--- src/rtl/aes_inv_round_iter.sv ---
// Iterative AES-128 decryption core: one inverse round per clock, with round keys
// fetched from an external pre-expanded key store through rk_addr/rk_data.
module aes_inv_round_iter #(
    parameter int NR = 10
) (
    input  logic         clk,
    input  logic         rst,
    input  logic         in_valid,
    output logic         in_ready,
    input  logic [127:0] ciphertext,
    output logic [3:0]   rk_addr,
    input  logic [127:0] rk_data,
    output logic         out_valid,
    input  logic         out_ready,
    output logic [127:0] plaintext,
    output logic         busy
);

    // IDLE: await ciphertext | ROUND: one inverse round per clk | DONE: hold plaintext
    typedef enum logic [1:0] {IDLE, ROUND, DONE} fsm_t;

    localparam logic [3:0] LAST_RK = 4'(NR);

    localparam logic [2047:0] INV_SBOX = {
        128'h52096ad53036a538bf40a39e81f3d7fb, 128'h7ce339829b2fff87348e4344c4dee9cb,
        128'h547b9432a6c2233dee4c950b42fac34e, 128'h082ea16628d924b2765ba2496d8bd125,
        128'h72f8f66486689816d4a45ccc5d65b692, 128'h6c704850fdedb9da5e154657a78d9d84,
        128'h90d8ab008cbcd30af7e45805b8b34506, 128'hd02c1e8fca3f0f02c1afbd0301138a6b,
        128'h3a9111414f67dcea97f2cfcef0b4e673, 128'h96ac7422e7ad3585e2f937e81c75df6e,
        128'h47f11a711d29c5896fb7620eaa18be1b, 128'hfc563e4bc6d279209adbc0fe78cd5af4,
        128'h1fdda8338807c731b11210592780ec5f, 128'h60517fa919b54a0d2de57a9f93c99cef,
        128'ha0e03b4dae2af5b0c8ebbb3c83539961, 128'h172b047eba77d626e169146355210c7d
    };

    fsm_t         fsm_q;
    logic [127:0] state_q;
    logic [127:0] plaintext_q;
    logic [3:0]   cnt_q;
    logic         in_ready_q;
    logic         out_valid_q;
    logic         busy_q;

    logic [15:0][7:0] st_b;
    logic [15:0][7:0] sr_b;
    logic [15:0][7:0] sb_b;
    logic [15:0][7:0] ark_b;
    logic [15:0][7:0] mc_b;
    logic [127:0]     state_d;
    logic [127:0]     plaintext_d;

    function automatic logic [7:0] xt(input logic [7:0] b);
        return {b[6:0], 1'b0} ^ (b[7] ? 8'h1b : 8'h00);
    endfunction

    // Multiply by a constant whose bits select b, 2b, 4b, 8b.
    function automatic logic [7:0] gm(input logic [7:0] b, input logic [3:0] k);
        logic [7:0] x2, x4, x8;
        x2 = xt(b);
        x4 = xt(x2);
        x8 = xt(x4);
        return (k[0] ? b : 8'h00) ^ (k[1] ? x2 : 8'h00) ^ (k[2] ? x4 : 8'h00) ^ (k[3] ? x8 : 8'h00);
    endfunction

    function automatic logic [31:0] inv_mix_col(input logic [31:0] col);
        logic [7:0] a0, a1, a2, a3;
        {a0, a1, a2, a3} = col;
        return {gm(a0, 4'he) ^ gm(a1, 4'hb) ^ gm(a2, 4'hd) ^ gm(a3, 4'h9),
                gm(a0, 4'h9) ^ gm(a1, 4'he) ^ gm(a2, 4'hb) ^ gm(a3, 4'hd),
                gm(a0, 4'hd) ^ gm(a1, 4'h9) ^ gm(a2, 4'he) ^ gm(a3, 4'hb),
                gm(a0, 4'hb) ^ gm(a1, 4'hd) ^ gm(a2, 4'h9) ^ gm(a3, 4'he)};
    endfunction

    // Byte k (row k%4, col k/4) lives at packed index 15-k.
    assign st_b = state_q;

    for (genvar gc = 0; gc < 4; gc++) begin : g_isr_col
        for (genvar gr = 0; gr < 4; gr++) begin : g_isr_row
            assign sr_b[15-(4*gc+gr)] = st_b[15-(4*((gc-gr+4)%4)+gr)];
        end
    end

    for (genvar gk = 0; gk < 16; gk++) begin : g_isb
        assign sb_b[gk] = INV_SBOX[{~sr_b[gk], 3'b000} +: 8];
    end

    assign ark_b = sb_b ^ rk_data;

    for (genvar gc = 0; gc < 4; gc++) begin : g_imc
        assign {mc_b[15-4*gc], mc_b[14-4*gc], mc_b[13-4*gc], mc_b[12-4*gc]} =
            inv_mix_col({ark_b[15-4*gc], ark_b[14-4*gc], ark_b[13-4*gc], ark_b[12-4*gc]});
    end

    assign state_d     = mc_b;
    assign plaintext_d = ark_b;

    always_ff @(posedge clk or posedge rst) begin
        if (rst) begin
            fsm_q       <= IDLE;
            state_q     <= '0;
            plaintext_q <= '0;
            cnt_q       <= '0;
            in_ready_q  <= 1'b1;
            out_valid_q <= 1'b0;
            busy_q      <= 1'b0;
        end else begin
            case (fsm_q)
                IDLE: begin
                    if (in_valid) begin
                        state_q    <= ciphertext ^ rk_data;
                        cnt_q      <= LAST_RK - 4'd1;
                        in_ready_q <= 1'b0;
                        busy_q     <= 1'b1;
                        fsm_q      <= ROUND;
                    end
                end
                ROUND: begin
                    if (cnt_q == 4'd0) begin
                        plaintext_q <= plaintext_d;
                        out_valid_q <= 1'b1;
                        fsm_q       <= DONE;
                    end else begin
                        state_q <= state_d;
                        cnt_q   <= cnt_q - 4'd1;
                    end
                end
                DONE: begin
                    if (out_ready) begin
                        out_valid_q <= 1'b0;
                        busy_q      <= 1'b0;
                        in_ready_q  <= 1'b1;
                        fsm_q       <= IDLE;
                    end
                end
                default: fsm_q <= IDLE;
            endcase
        end
    end

    assign rk_addr   = (fsm_q == IDLE) ? LAST_RK : cnt_q;
    assign in_ready  = in_ready_q;
    assign out_valid = out_valid_q;
    assign busy      = busy_q;
    assign plaintext = plaintext_q;

endmodule
--- config.mk ---
export PLATFORM = sky130hd
export DESIGN_NAME = aes_inv_round_iter
export DESIGN_NICKNAME = d
export VERILOG_FILES = /design/src/rtl/aes_inv_round_iter.sv
export SDC_FILE = /design/constraint.sdc
export NUM_CORES = 2
export LEC_CHECK = 0
export ABC_AREA = 0
export ABC_CLOCK_PERIOD_IN_PS = 7900
export BUFFER_PORTS_ARGS = -buffer_cell sky130_fd_sc_hd__buf_2
export CAP_MARGIN = 15
export CELL_PAD_IN_SITES_DETAIL_PLACEMENT = 1
export CELL_PAD_IN_SITES_GLOBAL_PLACEMENT = 1
export CORE_UTILIZATION = 33
export DETAILED_ROUTE_END_ITERATION = 10
export PLACE_DENSITY = 0.59
export SKIP_CTS_REPAIR_TIMING = 1
export SLEW_MARGIN = 20
export SYNTH_ARGS = -nofsm -noshare
export SYNTH_HDL_FRONTEND = slang
export SYNTH_SLANG_ARGS = --single-unit
export TNS_END_PERCENT = 10
--- constraint.sdc ---
create_clock -name clk -period 7.9 [get_ports clk]
set_input_delay 0.395 -clock clk [delete_from_list [all_inputs] [get_ports clk]]
set_output_delay 0.395 -clock clk [all_outputs]
set_load 0.005 [all_outputs]
==> reports/qor.yml <==
outcome: "complete, no violations"
worst-endpoint-required_ns: 8.50
max_freq_mhz: 146.3
route.antenna.remaining_nets: 0
first_iter_violations: 14310
timing.final.max_slew_violations: 0
buffer_levels_on_the_longest_clock_path: 3
clock_tree_from_tritoncts: "yes"
drv_cap: 0
full_die_area_um2: 240400
wl_per_cell_um: 35.01
cts_buffers: 42
holdCritStartpoint: "ciphertext[69]"
vias_in_the_first_global_route: 90250
final_net_count: 10700
area_growth_syn_to_layout_pct: 5.083
hold_path.class: "in -> reg"
routed.top_layer: "met5"
clk_transition_reported_paths_ns: 0.07
post_route_cells_drive_above_1_share_pct: 13.84
finalSetupTns_ns: 0
yosysUniqueCellTypes: 136
synthDominantCellAreaShare_pct: 8.395
r2r_slack_ns: 1.07
global_route_wire_length_before_repair_mm: 673.8
holdWs_ns: 0.07638
crit_path_top_delay_cell: "ha_1"
critPathCaptureType: "flip-flop"
hold_viol: 0
hold_depth: 4
initial_utilization_pct: 33.33
cell_taking_the_most_area_after_synthesis: "dfrtp_1"
insertion_delay_ns: 0.70
met3_wirelength_mm: 44.75
path_class: "reg -> reg"
grt_antenna_before_repair: 22
synth_ff_type: "dfrtp_1"
grt_use_total_pct: 36.91
worst_pin_slew_ns: 1.308
reg2reg_from: "st_b[32]"
grt_overflow: 0
crit_path_cell_trace: "buf_4 -> inv_1 -> ha_1 -> nor2b_1 -> a311oi_1 -> a2111oi_0 -> nor4_1 -> a31oi_1 -> xnor2_1 -> xnor2_1 -> xor2_1 -> xnor3_1 -> xor2_1 -> xnor3_1 -> a221oi_2"
worst_slew_margin_rel_pct: 12.50
layout.cells.most_common: "o21ai_0"
critical_path.top_delay_family: "XOR/XNOR gates"
layout_setup_ws_ns: 1.066
worst-endpoint-arrival_ns: 7.43
final_cell_mix: "o21ai_0, nand2_1, a21oi_1"
critPathMaxStageDelay_ns: 0.99
dieWidth_um: 490.3
postRouteWirelength_mm: 467.8
seq_area_frac_synth_pct: 8.428
synth-warning-count: 0
post-place-ws_ns: 1.355
post-route-min-period_ns: 6.834
clkSinkCount: 265
footprint_of_the_multi_input_gates_um2: 65400
met2WireLength_mm: 205.7
ys_async_sr_fraction_pct: 100.0
synth_area_um2: 78690
syn_inst: 10660
io_buf_count: 394
hold_end: "st_b[69]"
r2r_end: "st_b[67]"
final_core_util_pct: 35.03
synth_top_cells_by_area: "dfrtp_1, xnor2_1, o21ai_0"
path_buf_inv: 2
route.vias.total: 93760
ys_ff_latch: 265
gpl.final_weighted_congestion: 1.035
finalSetupViolations: 0
reg2regPathDepth: 15
worst-path-max-fanout: 28
hpwlAfterDp_mm: 337.8
placement_rows: 178
filler_cell_count: 28960
route.detailed.drc: 0
finalClockSkew_ns: 0.06485
io_pins: 395
floorplan.die.height_um: 490.3
clk_root_buffer_cell: "clkbuf_16"
seqCellArea_um2: 6775
synth_nets: 11180
number_of_h_tree_branching_levels: 2
grt_setup_unrepaired: "no"
crit_path_start_kind: "flip-flop"
timing.final.crit_share_pct: 86.50
design.core.area_um2: 236100
synth_edf_count: 0
synth.avg_cell_area_um2: 7.384
grt_max_degree: 157
drt_pre_antenna_iters: 8
met1Wirelength_mm: 189.9
detail_route.vias_per_cell: 7.017
-- sequential cells by signal (all words and copies together), names as in the netlist --
| name | flops |
|---|---|
| busy | 1 |
| cnt_q | 4 |
| fsm_q | 2 |
| in_ready | 1 |
| out_valid | 1 |
| plaintext | 128 |
| st_b | 128 |
-- area by class of cell --
cell class	instances	share of cell area, %
clock buffer	53	1.431
antenna	7	0.02118
inverter	206	0.9441
multi-input combinational	8965	79.08
timing repair buffer	692	5.191
tap	3150	4.766
clock inverter	25	0.3692
sequential	265	8.193
-- cell families (layout without fill, tap and decap cells) --
logic type	Yosys count	after routing	synth area share, %
AO/OA/AOI/OAI	3887	3887	34.77
XOR/XNOR	1066	1066	14.29
adder cells (fa/ha/maj)	266	266	4.229
buffers and inverters	1427	976	8.594
flip-flops	265	265	8.428
multiplexers	391	391	7.280
other	0	7	0
AND/OR/NAND/NOR	3355	3355	22.41
-- Yosys cell counts, types with 68 or more instances --
| cell type | instances |
|---|---|
| mux4_2 | 133 |
| nor2b_1 | 324 |
| nand3b_1 | 77 |
| ha_1 | 266 |
| inv_1 | 164 |
| and2_1 | 133 |
| mux2_2 | 112 |
| nor2_1 | 590 |
| or3_1 | 92 |
| nand2b_1 | 390 |
| mux2i_1 | 139 |
| o21ai_0 | 735 |
| a211o_1 | 68 |
| o211ai_1 | 224 |
| a221oi_1 | 129 |
| nand2_1 | 710 |
| a21oi_1 | 677 |
| xnor2_1 | 601 |
| a21o_1 | 72 |
| o221ai_1 | 111 |
| o311ai_0 | 118 |
| dfrtp_1 | 264 |
| clkbuf_1 | 543 |
| o22ai_1 | 87 |
| a211oi_1 | 210 |
| o31ai_1 | 101 |
| nand3_1 | 288 |
| a311oi_1 | 144 |
| a2111oi_0 | 80 |
| xor2_1 | 290 |
| buf_4 | 109 |
| buf_2 | 473 |
| nor3_1 | 281 |
| a31oi_1 | 180 |
| or2_2 | 92 |
| o21ai_1 | 74 |
| a22oi_1 | 126 |
-- how the worst max path moves through the flow --
stage / from / to / slack (ns) / cells after the start
2_1_floorplan: rst / busy / 0.21 / 1
3_3_place_gp: st_b[32] / st_b[67] / 1.36 / 15
3_5_place_dp: st_b[32] / st_b[67] / 1.35 / 15
4_1_cts: st_b[32] / st_b[67] / 1.33 / 15
5_1_grt: st_b[32] / st_b[67] / 0.95 / 15
6_report: st_b[32] / st_b[67] / 1.07 / 15
-- worst reg2reg max path, stage by stage (launching register included) --
cell       delay [ns]
dfrtp_1          0.36
buf_4            0.26
inv_1            0.56
ha_1             0.99
nor2b_1          0.59
a311oi_1         0.10
a2111oi_0        0.47
nor4_1           0.10
a31oi_1          0.61
xnor2_1          0.43
xnor2_1          0.65
xor2_1           0.33
xnor3_1          0.51
xor2_1           0.26
xnor3_1          0.29
a221oi_2         0.24
-- per-stage QoR --
stage,instances,instance area [um2]
floorplan,10660,78690
global placement,13280,81130
detailed placement,13280,81160
CTS,13350,82650
global route,13360,82680
finish,13360,82690
-- routing by layer --
| layer | track usage (%) | vias to the layer above |
|---|---|---|
| li1 | - | 39240 |
| met1 | 49.25 | 47080 |
| met2 | 57.01 | 6270 |
| met3 | 6.312 | 1166 |
| met4 | 18.32 | 12 |
| met5 | 0.2778 | - |
Power is not shown: default switching activity piles up to over one toggle a cycle in this logic, so the estimate is an artifact.
